--- src/rtl/inst_axi_rd_bridge.sv ---
// Instruction-side SRAM-like to AXI single-beat read bridge, in-order returns.
// Optional registered return path: define INST_BRIDGE_RDATA_REG_EN.
module inst_axi_rd_bridge #(
   parameter int         MAX_OUTST = 2,
   parameter logic [3:0] AXI_ID    = 4'h0
) (
   input  logic        clk,
   input  logic        reset,
   input  logic        inst_sram_req,
   input  logic        inst_sram_wr,
   input  logic [1:0]  inst_sram_size,
   input  logic [3:0]  inst_sram_wstrb,
   input  logic [31:0] inst_sram_addr,
   input  logic [31:0] inst_sram_wdata,
   output logic        inst_sram_addr_ok,
   output logic        inst_sram_data_ok,
   output logic [31:0] inst_sram_rdata,
   output logic [3:0]  arid,
   output logic [31:0] araddr,
   output logic [7:0]  arlen,
   output logic [2:0]  arsize,
   output logic [1:0]  arburst,
   output logic [1:0]  arlock,
   output logic [3:0]  arcache,
   output logic [2:0]  arprot,
   output logic        arvalid,
   input  logic        arready,
   input  logic [3:0]  rid,
   input  logic [31:0] rdata,
   input  logic [1:0]  rresp,
   input  logic        rlast,
   input  logic        rvalid,
   output logic        rready
);

   localparam logic [0:0] AR_IDLE = 1'b0;
   localparam logic [0:0] AR_BUSY = 1'b1;
   localparam logic [1:0] MAX_CNT = 2'(MAX_OUTST);

   logic [0:0]  ar_state;
   logic [1:0]  outst_cnt;
   logic [31:0] araddr_q;
   logic [1:0]  arsize_q;
   logic        accept;
   logic        r_fire;
   logic        ret;

   // Write-side and response-status inputs have no effect on a read-only port.
   logic unused_inputs;
   assign unused_inputs = ^{inst_sram_wr, inst_sram_wstrb, inst_sram_wdata,
                            rid, rresp, rlast};

   assign accept = inst_sram_req && inst_sram_addr_ok;
   assign inst_sram_addr_ok = !reset && (ar_state == AR_IDLE) &&
                              inst_sram_req && (outst_cnt < MAX_CNT);
   assign r_fire = rvalid && rready;

   assign arid    = AXI_ID;
   assign araddr  = araddr_q;
   assign arlen   = 8'd0;
   assign arsize  = {1'b0, arsize_q};
   assign arburst = 2'b01;
   assign arlock  = 2'b00;
   assign arcache = 4'd0;
   assign arprot  = 3'd0;
   assign arvalid = (ar_state == AR_BUSY);

`ifdef INST_BRIDGE_RDATA_REG_EN
   logic        data_ok_q;
   logic [31:0] rdata_q;

   // A registered beat still counts as outstanding until data_ok_q retires it.
   assign rready = !reset &&
                   ((outst_cnt - {1'b0, data_ok_q}) != 2'd0);
   assign ret = data_ok_q;
   assign inst_sram_data_ok = data_ok_q;
   assign inst_sram_rdata = rdata_q;

   always_ff @(posedge clk) begin
      if (reset) begin
         data_ok_q <= 1'b0;
         rdata_q   <= 32'd0;
      end else begin
         data_ok_q <= r_fire;
         if (r_fire) rdata_q <= rdata;
      end
   end
`else
   assign rready = !reset && (outst_cnt != 2'd0);
   assign ret = r_fire;
   assign inst_sram_data_ok = r_fire;
   assign inst_sram_rdata = rdata;
`endif

   always_ff @(posedge clk) begin
      if (reset) begin
         ar_state  <= AR_IDLE;
         outst_cnt <= 2'd0;
         araddr_q  <= 32'd0;
         arsize_q  <= 2'd0;
      end else begin
         outst_cnt <= outst_cnt + {1'b0, accept} - {1'b0, ret};
         case (ar_state)
            AR_IDLE: begin
               if (accept) begin
                  araddr_q <= inst_sram_addr;
                  arsize_q <= inst_sram_size;
                  ar_state <= AR_BUSY;
               end
            end
            AR_BUSY: begin
               if (arready) ar_state <= AR_IDLE;
            end
            default: ar_state <= AR_IDLE;
         endcase
      end
   end

endmodule

--- config.mk ---
export PLATFORM = sky130hd
export DESIGN_NAME = inst_axi_rd_bridge
export DESIGN_NICKNAME = d
export VERILOG_FILES = /design/src/rtl/inst_axi_rd_bridge.sv
export SDC_FILE = /design/constraint.sdc
export NUM_CORES = 1
export LEC_CHECK = 0
export BUFFER_PORTS_ARGS = -buffer_cell sky130_fd_sc_hd__buf_4
export CORE_MARGIN = 4
export CORE_UTILIZATION = 30
export CTS_CLUSTER_DIAMETER = 60
export CTS_CLUSTER_SIZE = 28
export DETAILED_ROUTE_END_ITERATION = 10
export PLACE_DENSITY_LB_ADDON = 0.15
export SETUP_SLACK_MARGIN = 0.05
export SLEW_MARGIN = 20
export SYNTH_ARGS = -nofsm -noshare
export SYNTH_HDL_FRONTEND = slang
export SYNTH_SLANG_ARGS = --single-unit
--- constraint.sdc ---
create_clock -name clk -period 2 [get_ports clk]
set_input_delay 0.4 -clock clk [delete_from_list [all_inputs] [get_ports clk]]
set_output_delay 0.4 -clock clk [all_outputs]
set_load 0.02 [all_outputs]
* Word level (Yosys, flattened, before mapping)
Cells that the tools add are included.
Cells by class: bitwise gates (word level) 1, muxes and demuxes 3, magnitude comparators 1, $add $sub $neg 2, reductions and logical operators 9
Operators with widths (count):
- logical AND 1 bit | 6
- adder 2 x 1 -> 2 bit | 1
- less-than comparator 2 bit (second input constant) | 1
- two-way mux 1 bit | 2
- case mux 1 bit (2 select lines) | 1
- AND reduction 2 bit | 1
- nonzero test 2 bit | 1
- subtractor 2 x 1 -> 2 bit | 1
- zero test 1 bit | 1
- NOT 1 bit | 1
Storage, ports and cells: input port bits 115, word-level logic and storage cells 20, register bits after elaboration 37, output and inout port bits 94

* Logic depth before layout (Yosys ltp)
depth after elaboration 7, gate-level depth with buffers 8, mapped depth without buffers 7

* Worst setup path after synthesis
No wires, ideal clock.
path kind input to register, from in reset, to reg outst_cnt[1], arrival time 1974 ps, stages 7, buffers on the path 1, setup slack -38 ps, data required time 1935 ps, setup time 65 ps, path through clkbuf_1 -> nor3b_1 -> ha_1 -> inv_1 -> ha_1 -> xnor3_1 -> nor2_1
On the way: elaborated cells on any way between the ends 9, classes of those cells add/sub: 2; reduce/logical: 7
RTL lines:
- from (decl) | RTL line 8 | input logic reset,
- zero test 1 bit | RTL line 89 | assign rready = !reset && (outst_cnt != 2'd0);
- logical AND 1 bit | RTL line 89
- logical AND 1 bit | RTL line 56 | assign r_fire = rvalid && rready;
- via inst_sram_data_ok | RTL line 16 | output logic inst_sram_data_ok,
- subtractor 2 x 1 -> 2 bit | RTL line 102 | outst_cnt <= outst_cnt + {1'b0, accept} - {1'b0, ret};
- to (signal assigned) | RTL line 102
- to (decl) | RTL line 41 | logic [1:0] outst_cnt;
The timed path passes the listed nets, and every way through them passes these cells. A chain may end at the register's enable or synchronous reset.

* Final worst setup path
from reg outst_cnt[1], to out inst_sram_addr_ok
On the way: word-level cells in the longest chain between the ends 2
RTL lines:
- less-than comparator 2 bit | RTL line 55 | inst_sram_req && (outst_cnt < MAX_CNT);
- logical AND 1 bit | RTL line 55
- to (decl) | RTL line 15 | output logic inst_sram_addr_ok,
Every way passes these cells.

==> flow_summary.ini <==
[layout]
syn_to_final_growth_pct = 16.55
fin_cells = 359
antenna_cells = 0
drive_gt1_share_pct = 32.32
layout_commonest_cell = buf_4
fin_nets = 379
layout_common_cells = buf_4 (78), nand2b_1 (69), dfxtp_1 (37), mux2i_1 (34), conb_1 (24)

[worst_setup_path]
critical_path_class = reg -> out
startpoint_type = register
crit_chain = nor3b_4, nor2b_1, buf_4
required_ns = 1.60
cp_slowest_cell = dfxtp_1
cp-end-kind = primary output
worstSetupStartpoint = outst_cnt[1]
timing.rr.start = outst_cnt[1]
cp_slowest_stage_delay_ns = 0.34
cp_max_fo = 3
arrival_ns = 1.14

[placement]
port_buffers = 76
gp_congestion = 0.6686
numPlacedInstances = 351
dpl_worst_slack_ns = 0.4118
hpwl_mm = 2.792

[clock_tree]
clk_latency_ns = 0.28
post-cts-setup-buffer-count = 0
clockBufferDepth = 2
cts_tree = yes
cts-resized-gates = 0
clk_pin_slew_worst_paths_ns = 0.07
ctsHoldBuffers = 0
clkSinkCount = 37
cts_buffers = 5
cts_root_buf = clkbuf_8
htreeDepth = 2

[route]
drtPass1Iterations = 3
dr_total_vias = 1359
wire_per_inst_um = 11.26
drt-total-wl_mm = 4.042
ant_nets = 0
drc = 0
viasPerCell = 3.786
drtIter0Drc = 30

[timing]
hold_violations = 0
slew_viol_final = 0
max_freq_mhz = 650.5
fin_worst_skew_ns = 0.004041
finalWorstSetupSlack_ns = 0.4628
slew_headroom_pct = 59.65
rsz0062_at_grt = false
tns_ns = 0
period_share_pct = 76.86
fin_crit_ns = 1.537
setup_violations = 0
tightest_slew_ns = 0.6053

[power]
leakagePower_nw = 1.175
peakVddDrop_mv = 0.2496
p_per_area_nw_per_um2 = 768.7
power_w = 0.001930

[synthesis]
synthMuxAreaShare_pct = 15.80
yosys.area_share.xor_xnor_pct = 1.045
synth-seq-area-share_pct = 34.38
synth.largest_area_cell = dfxtp_1
syn_inst = 223
yosys-top-cells-area = dfxtp_1 (34%), nand2b_1 (20%), buf_4 (20%), mux2i_1 (16%), buf_12 (2.8%)
synth_compound_area_share_pct = 0.4646
synthSimpleGateAreaFrac_pct = 22.36
avgSynthCellArea_um2 = 9.662
synth_area_um2 = 2155
ys_seq_elements = 37
synth_top_family_by_area = buffers and inverters
synth_cell_types = 17
yosys_warnings = 0
synth_fa_ha_area_share_pct = 1.161
synth_top_cell_area_share_pct = 34.38

[floorplanning]
die_w_um = 92.75
core_um2 = 6869
die_area_um2 = 8602
die_h_um = 92.75
core.rowCount = 30
boundaryPins = 209
initial_utilization_pct = 31.37

[hold_path]
hp-class = in -> reg
hp-start = inst_sram_addr[16]

[global_routing]
grt_overflow_total = 0
antenna_found_initial = 0
grt_start_max_net_pins = 72
grt_pass1_vias = 1284
grtUsageTotal_pct = 8.870
grt_pass1_wl_mm = 6.099

[run_status]
status = complete, no violations

[flow_run]
cap_violations = 0
flip-flops by register name, indices dropped and copies added, names as in the netlist:
name / count
outst_cnt: 2
araddr: 32
arvalid: 1
arsize_q: 2
power breakdown:
part / leakage, nW / switching, W / internal, W
clock network: 0.0395 / 0.000245 / 0.000248
logic: 0.831 / 0.000300 / 0.000275
registers: 0.304 / 0.0000447 / 0.000818
total: 1.18 / 0.000590 / 0.00134
routing by layer:
metal,routed length (um),global-route usage (%)
met1,1705,10.53
met2,1832,14.02
met3,462,3.899
met4,42,3.541
met5,0,0
kinds of logic after synthesis:
kind of cell	after synthesis
compound gates	1
other cells	2
simple gates	77
buf+inv	69
fa+ha+maj	2
flops	37
mux	34
xor+xnor	1
worst paths after layout:
path | slack (ns) | cells past startpoint | to
hold / removal | 0.38 | 3 | araddr[16]
hold reg to reg | 0.47 | 2 | araddr[21]
setup reg to reg | 0.53 | 7 | outst_cnt[1]
setup / recovery | 0.46 | 3 | inst_sram_addr_ok
critical path, delay by kind of cell, from the launching register on:
kind	cells	cell delay [ns]
buffers and inverters	1	0.15
DFF	1	0.34
and+or+nand+nor	2	0.37
layout make-up:
class,count,area (um^2)
Multi-Input combinational cell,139,980.9
Timing Repair Buffer,78,585.6
Sequential cell,37,740.7
Fill cell,730,4358
Clock buffer,8,80.08
Inverter,1,3.754
Tap cell,96,120.1
metrics by stage:
step	instance area (um^2)	util [%]	hold slack [ns]
6_report	2511	36.56	0.3834
3_5_place_dp	2431	35.39	0.4635
3_3_place_gp	2431	35.39	0.4577
4_1_cts	2511	36.56	0.3663
5_1_grt	2511	36.56	0.3752
2_1_floorplan	2242	-	0.5460
cell usage after synthesis:
library cell	instances
nand2b_1	69
buf_4	56
dfxtp_1	37
mux2i_1	34
clkbuf_1	7
buf_12	3
nor2_1	3
nor2b_1	3
conb_1	2
ha_1	2
buf_2	1
buf_6	1
inv_1	1
nor3b_1	1
nor3b_2	1
o21ba_1	1
xnor3_1	1
Power figures use the tool's default switching activity.
